--- config.mk ---
export PLATFORM = sky130hd
export DESIGN_NAME = ic7402_quad_nor_flat
export DESIGN_NICKNAME = d
export VERILOG_FILES = /design/src/rtl/ic7402_quad_nor_if.sv /design/src/rtl/ic7402_quad_nor.sv /design/src/flat_wrapper.sv
export SDC_FILE = /design/constraint.sdc
export NUM_CORES = 1
export LEC_CHECK = 0
export CORE_AREA = 5 5 42 44
export CTS_BUF_LIST = sky130_fd_sc_hd__clkbuf_16
export CTS_CLUSTER_DIAMETER = 30
export DETAILED_ROUTE_END_ITERATION = 7
export DIE_AREA = 0 0 47 49
export PLACE_DENSITY = 0.64
export SYNTH_ARGS = -nofsm -noshare
export SYNTH_HDL_FRONTEND = slang
export SYNTH_SLANG_ARGS = --single-unit
--- constraint.sdc ---
create_clock -name clk -period 1.26 [get_ports clk]
set_input_delay 0.189 -clock clk [delete_from_list [all_inputs] [get_ports clk]]
set_output_delay 0.189 -clock clk [all_outputs]
set_load 0.05 [all_outputs]
--- src/rtl/ic7402_quad_nor_if.sv ---
// ---------------------------------------------------------------------------
// ic7402_quad_nor_if
//   Signal bundle for the 7402 quad 2-input NOR model.
//
//   Signals (all GATES bits wide, bit i belongs to gate i):
//     a, b   : gate inputs, driven by the master (stimulus / surrounding logic)
//     y      : combinational NOR outputs, driven by the slave (the gate model)
//     y_q    : y delayed by the model's pipeline depth
//     y_chg  : one-cycle strobe, bit i high when y_q[i] changed on last edge
//
//   Modports:
//     master : drives a/b, observes y/y_q/y_chg
//     slave  : observes a/b, drives y/y_q/y_chg
// ---------------------------------------------------------------------------
interface ic7402_quad_nor_if #(
  parameter int GATES = 4
) ();

  logic [GATES-1:0] a;
  logic [GATES-1:0] b;
  logic [GATES-1:0] y;
  logic [GATES-1:0] y_q;
  logic [GATES-1:0] y_chg;

  modport master (
    output a,
    output b,
    input  y,
    input  y_q,
    input  y_chg
  );

  modport slave (
    input  a,
    input  b,
    output y,
    output y_q,
    output y_chg
  );

endinterface : ic7402_quad_nor_if

--- src/rtl/ic7402_quad_nor.sv ---
// ---------------------------------------------------------------------------
// ic7402_quad_nor
//   Synthesizable model of the 7402 quad 2-input NOR package.
//
//   Every lane i provides:
//     y[i]     = ~(a[i] | b[i])             combinational, independent of clk
//     y_q[i]   = y[i] delayed by PIPE_STAGES rising edges of clk
//     y_chg[i] = registered strobe, high for the one cycle in which y_q[i]
//                shows a new value
//
//   Ports:
//     clk    : system clock, all registers update on the rising edge
//     rst_n  : synchronous active-low reset; loads every pipeline stage with
//              all-ones (the NOR of all-zero inputs) and clears y_chg
//     bus    : ic7402_quad_nor_if slave modport carrying a, b, y, y_q, y_chg
//
//   Parameters:
//     GATES        : number of independent NOR lanes (4 for a 7402); must
//                    match the GATES parameter of the connected interface
//     PIPE_STAGES  : register stages between y and y_q, legal range 1..4
// ---------------------------------------------------------------------------
module ic7402_quad_nor #(
  parameter int GATES       = 4,
  parameter int PIPE_STAGES = 1
) (
  input  logic                   clk,
  input  logic                   rst_n,
  ic7402_quad_nor_if.slave       bus
);

  // Reject unsupported pipeline depths at elaboration time.
  generate
    if ((PIPE_STAGES < 1) || (PIPE_STAGES > 4)) begin : g_bad_pipe
      $error("ic7402_quad_nor: PIPE_STAGES must be in the range 1..4");
    end
  endgenerate

  // -------------------------------------------------------------------------
  // Combinational NOR lanes. Kept free of clk/rst_n so y is valid in reset.
  // -------------------------------------------------------------------------
  logic [GATES-1:0] y_comb;

  generate
    for (genvar gi = 0; gi < GATES; gi++) begin : g_lane
      assign y_comb[gi] = ~(bus.a[gi] | bus.b[gi]);
    end
  endgenerate

  assign bus.y = y_comb;

  // -------------------------------------------------------------------------
  // Output pipeline. Stage 0 samples y, stage k samples stage k-1, the last
  // stage is y_q.
  // -------------------------------------------------------------------------
  localparam int LAST = PIPE_STAGES - 1;

  logic [PIPE_STAGES-1:0][GATES-1:0] stage_q;
  logic [PIPE_STAGES-1:0][GATES-1:0] stage_d;
  logic [GATES-1:0]                  y_chg_q;
  logic [GATES-1:0]                  y_chg_d;

  always_comb begin
    stage_d    = stage_q;
    stage_d[0] = y_comb;
    for (int k = 1; k < PIPE_STAGES; k++) begin
      stage_d[k] = stage_q[k-1];
    end
    // The strobe compares what y_q is about to become with what it is now,
    // so it rises in the same cycle y_q shows the new value.
    y_chg_d = stage_d[LAST] ^ stage_q[LAST];
  end

  // Reset wins over capture: in-flight data is discarded and the strobe is
  // forced low even when y_q was not already all-ones.
  always_ff @(posedge clk) begin
    if (!rst_n) begin
      stage_q <= {PIPE_STAGES{{GATES{1'b1}}}};
      y_chg_q <= '0;
    end else begin
      stage_q <= stage_d;
      y_chg_q <= y_chg_d;
    end
  end

  assign bus.y_q   = stage_q[LAST];
  assign bus.y_chg = y_chg_q;

endmodule : ic7402_quad_nor

--- src/flat_wrapper.sv ---
// flat-port wrapper written by rule: the top's interface ports become plain ports
module ic7402_quad_nor_flat 
#(
  parameter int GATES       = 4,
  parameter int PIPE_STAGES = 1
)
  (clk, rst_n, bus_a, bus_b, bus_y, bus_y_q, bus_y_chg);
  ic7402_quad_nor_if #(.GATES(GATES)) bus_i ();
  input  logic clk;
  input  logic rst_n;
  input wire logic [$bits(bus_i.a)-1:0] bus_a;
  input wire logic [$bits(bus_i.b)-1:0] bus_b;
  output wire logic [$bits(bus_i.y)-1:0] bus_y;
  output wire logic [$bits(bus_i.y_q)-1:0] bus_y_q;
  output wire logic [$bits(bus_i.y_chg)-1:0] bus_y_chg;
  assign bus_i.a = bus_a;
  assign bus_i.b = bus_b;
  assign bus_y = bus_i.y;
  assign bus_y_q = bus_i.y_q;
  assign bus_y_chg = bus_i.y_chg;
  ic7402_quad_nor #(.GATES(GATES), .PIPE_STAGES(PIPE_STAGES)) u_core (.clk(clk), .rst_n(rst_n), .bus(bus_i));
endmodule
==> results by group, run 1 <==
Outcome
  • Status: completed

GRT
  • GR met2 Demand/Resource: 0.0701
  • Total grt overflow: 0
  • GRT Total Usage: 0.0727
  • Largest net degree at the start of global routing: 10
  • Vias in the first global route: 262
  • First-pass GRT wire length: 1040 µm
  • GR Util met1: 0.0730
  • GR Util met3: 0.0775
  • Initial antenna violation count: 0
  • Top Usage Layer GRT: met4

Timing
  • Final Skew: 0.187 ps
  • Final hold vios: 0
  • Worst slew pin tran: 239 ps
  • Fin crit share: 0.965
  • Setup TNS Final: 0 ps
  • Setup violations, final: 0
  • Fin worst setup slack: 43.5 ps
  • Period minus WS final: 1220 ps
  • Fmax: 0.822 GHz
  • RSZ-0062 raised after global routing: false
  • Max_slew headroom: 0.840
  • Max Slew Vio Count: 0

Finish
  • Net count, final: 67
  • Register Area: 160 µm²
  • Diode count: 0
  • Filler Cell Count: 144
  • Area taken by multi-input logic gates: 113 µm²
  • Area grow syn2layout: 156%
  • Proportion of layout cells with a drive suffix above 1: 0.345

Logic synthesis
  • Synth Register Bits: 8
  • Post-Syn Instances: 29
  • Sequential share of the synthesized area: 0.569
  • Mux cell area share after synthesis: 0
  • Syn_nets: 39
  • Post-Syn Area: 282 µm²
  • Largest family of logic cells by synthesized area: simple AND/OR/NAND/NOR gates
  • Post-Synth Simple-Gate Area: 0.249
  • Mean post-synth cell area: 9.71 µm²
  • YS warnings: 0
  • XOR/XNOR share of the synthesized area: 0
  • Compound-cell area share of the yosys netlist: 0.142
  • Synth cell types: 6
  • Adder-Cell Fraction of Synth Area: 0

Clock network
  • CTS Buffer Depth: 2
  • Clk sinks: 8
  • Later-pin clock latency in the skew report: 230 ps
  • Worst-path clk slew: 30 ps
  • CTS root buf: clkbuf_16
  • CTS buffer count: 3
  • CTS tree: yes
  • H-tree lvl count: 1

Floorplan
  • Num ports: 22
  • Die X: 47 µm
  • Initial Util: 0.201
  • Core region area: 1400 µm²
  • Rows: 14
  • Die height: 49 µm
  • DIE AREA: 2300 µm²

Pwr
  • Pint: 815 µW
  • Clock network power share: 0.486
  • Reg power frac: 0.273
  • Sw power: 256 µW
  • Combinational share of power: 0.241
  • Tot Pwr: 1070 µW
  • Worst VDD drop: 813 µV
  • Pwr dens: 1490 nW/µm²
  • Sw frac: 0.239
  • Leakage: 0.000300 µW

Placement
  • I/O Buffers: 21
  • Pre-CTS setup slack: -149 ps
  • HPWL Detailed: 583 µm
  • Gp weighted congestion: 0.582

Flow run
  • MaxCap Viol Count: 0

Critical path
  • Worst r2r src: u_core.bus.y_q[2]
  • Crit path max fanout: 3
  • Crit end category: primary output
  • Worst reg2reg path depth: 2
  • CP Launch Type: input port
  • Worst reg-to-reg setup slack: 280 ps
  • RR Endpoint: u_core.bus.y_chg[2]
  • Worst Path Arrival: 1030 ps
  • Critical Path RT: 1070 ps
  • Setup CP Type: input port to primary output

Routing
  • Via density: 4.41
  • DRC viols: 0
  • Detail Route Antenna Nets: 0
  • Average routed wire per standard cell: 9.79 µm
  • Final wirelength: 695 µm
  • First-pass DRT Iterations: 2
  • Number of DRC markers in iteration 0: 3
  • Vias: 313

Hold path
  • Hold endpoint: u_core.bus.y_chg[3]
  • Worst hold start: u_core.bus.y_q[3]
  • Hold path depth: 2
  • HP Class: register to register
## cell families (layout without fill, tap and decap cells)
| family | count (synthesis) | count (layout) |
|---|---|---|
| buffers and inverters | 1 | 27 |
| AOI/OAI and AO/OA | 8 | 8 |
| DFF | 8 | 8 |
| and+or+nand+nor | 12 | 12 |
## how the worst max path moves through the flow
| stage | start | endpoint | slack [ps] | depth (start not counted) |
|---|---|---|---|---|
| floorplan | bus_b[0] | u_core.bus.y_chg[0] | 60 | 2 |
| global placement | rst_n | u_core.bus.y_chg[3] | -140 | 3 |
| detailed placement | rst_n | u_core.bus.y_chg[3] | -150 | 3 |
| CTS | bus_b[2] | bus_y[2] | 30 | 3 |
| global route | bus_b[1] | bus_y[1] | 3 | 3 |
| finish | bus_b[1] | bus_y[1] | 40 | 3 |
## registers in the layout, indices dropped and copies added, names as in the netlist
| register | flops |
|---|---|
| u_core.bus.y_q | 4 |
| u_core.bus.y_chg | 4 |
## per-stage QoR
| step | hold WS [ps] | util | instance area [µm²] | cells |
|---|---|---|---|---|
| after CTS | 513 | 0.513 | 718 | 71 |
| after floorplan | 289 | - | 282 | 29 |
| after global placement | 498 | 0.459 | 643 | 68 |
| final | 508 | 0.514 | 721 | 71 |
| after global routing | 538 | 0.514 | 721 | 71 |
| after detailed placement | 509 | 0.459 | 643 | 68 |
## per-layer routing
metal / wire [µm] / vias to the layer above
met5: 0 / -
met4: 36 / 0
met3: 179 / 4
met2: 233 / 24
met1: 246 / 129
li1: - / 156
## power by group through the flow
stage | registers [µW] | clock network [µW] | logic (µW)
4_1_cts | 293 | 533 | 260
3_5_place_dp | 297 | 0 | 259
2_1_floorplan | 352 | 0 | 45.8
5_1_grt | 296 | 556 | 269
3_3_place_gp | 296 | 0 | 258
6_report | 292 | 521 | 258
## cells in the mapped netlist
cell type	count	area share
nor2_1	4	0.053
dfxtp_1	8	0.57
buf_6	1	0.040
nand2_1	4	0.053
or4b_1	4	0.14
o21ai_0	8	0.14
## final cells by class
class	instances	share of cell area
timing repair buffer	24	0.490
sequential	8	0.222
multi-input combinational	20	0.156
clock buffer	3	0.104
tap	16	0.0278
## critical path, cell delays in order
cell and delay, ps:
clkdlybuf4s50_1 430, nor2_1 230, buf_12 170
## layout by cell type (no fill, tap or decap)
cell	n
buf_12	12
buf_4	3
clkbuf_16	3
clkdlybuf4s50_1	9
dfxtp_1	8
nand2_1	4
nor2_1	3
nor2_2	1
o21ai_0	8
or4b_1	4
## what timing repair did
item                                    in CTS  in global routing
setup buffers                                0                  0
gates resized for setup                      0                  1
endpoints found under the setup margin       0                  1
hold buffers                                 0                  0
endpoints found under the hold margin        0                  0
No activity file was read; power rests on OpenSTA's default activity.
==> inputs of run 2 (changes only) <==
- SETUP_SLACK_MARGIN: unset -> 0.3
==> results by group, run 2 (same netlist as run 1, synthesis figures left out) <==
Critical path
  • Crit end category: register
  • Crit path max fanout: 3
  • Critical Path RT: 1420 ps
  • CP Launch Type: register
  • Worst Path Arrival: 1130 ps
  • Setup CP Type: register to register

GRT
  • First-pass GRT wire length: 1350 µm
  • Initial antenna violation count: 0
  • Total grt overflow: 0
  • Vias in the first global route: 336
  • Largest net degree at the start of global routing: 12
  • GRT Total Usage: 0.0839

Floorplan
  • Core region area: 1400 µm²
  • Die X: 47 µm
  • Initial Util: 0.201
  • Rows: 14
  • Num ports: 22
  • Die height: 49 µm
  • DIE AREA: 2300 µm²

Timing
  • Setup TNS Final: 0 ps
  • Setup violations, final: 0
  • Worst hold margin: 182 ps
  • Worst slew pin tran: 292 ps
  • Final hold vios: 0
  • Max_slew headroom: 0.805
  • Period minus WS final: 962 ps
  • RSZ-0062 raised after global routing: true
  • Final Skew: 0.238 ps
  • Fmax: 1.04 GHz
  • Max Slew Vio Count: 0
  • Fin crit share: 0.763

Finish
  • Register Area: 175 µm²
  • Post-layout util: 0.588
  • Most common cell after layout, fill and taps aside: buf_12
  • Finished Cell Area: 823 µm²
  • Area taken by multi-input logic gates: 139 µm²
  • Diode count: 0
  • Proportion of layout cells with a drive suffix above 1: 0.609
  • Commonest cells after routing, fill and taps aside: buf_12 (12), buf_4 (9)
  • Area grow syn2layout: 192%
  • Filler Cell Count: 134
  • Net count, final: 76

Flow run
  • MaxCap Viol Count: 0

Placement
  • Gp weighted congestion: 0.614
  • I/O Buffers: 21
  • HPWL Detailed: 598 µm
  • Placed cell areas: 676 µm²

Clock network
  • Later-pin clock latency in the skew report: 230 ps
  • Clk sinks: 8
  • H-tree lvl count: 1
  • CTS tree: yes
  • CTS Buffer Depth: 2
  • Worst-path clk slew: 40 ps
  • CTS buffer count: 3
  • CTS root buf: clkbuf_16

Routing
  • Via density: 4.38
  • DRC viols: 0
  • Detail Route Antenna Nets: 0
  • Final wirelength: 863 µm
  • Vias: 350
  • First-pass DRT Iterations: 1
  • Average routed wire per standard cell: 10.8 µm
  • Number of DRC markers in iteration 0: 0

Pwr
  • Worst VDD drop: 589 µV
  • Leakage: 0.000361 µW
  • Pwr dens: 1340 nW/µm²

Hold path
  • HP Class: input port to register

Outcome
  • Status: completed
run 2: layout make-up:
cell class / count / share of cell area
flip-flops and latches: 8 / 0.213
clock buffers: 3 / 0.0912
repair buffers: 33 / 0.503
multi-input cells: 20 / 0.169
well taps: 16 / 0.0243
run 2: critical path: stages (launching register included):
cell and delay, ps:
dfxtp_4 350, or4b_1 480, o21ai_2 70
run 2: final timing paths:
path	endpoint	cells after the start	slack, ps	from
setup / recovery	u_core.bus.y_chg[0]	2	300	u_core.bus.y_q[0]
hold / removal	u_core.bus.y_q[1]	2	180	bus_a[1]
setup reg to reg	u_core.bus.y_chg[0]	2	300	u_core.bus.y_q[0]
hold reg to reg	u_core.bus.y_chg[1]	2	490	u_core.bus.y_q[1]
run 2: metrics by stage:
stage               cells  worst slack (ps)  total power [µW]
finish                 80               298              1100
global route           80               258              1150
CTS                    79               294              1110
detailed placement     69              -200               562
global placement       69              -162               560
floorplan              29               279               398
run 2: repair_timing:
item,in CTS,in global routing
pin swaps,4,2
hold buffers,0,0
endpoints found under the setup margin,8,8
buffers inserted,7,1
gates resized for setup,22,8
endpoints found under the hold margin,0,0
run 2: metal layers:
metal,routed length (µm),track usage
met2,364,0.115
met1,318,0.0947
met4,28,0.0691
met5,0,0
met3,151,0.0369
run 2: power by group:
| group | switching (µW) | internal [µW] |
|---|---|---|
| clock | 116 | 408 |
| combinational | 138 | 148 |
| sequential | 19.0 | 272 |
| total | 273 | 828 |
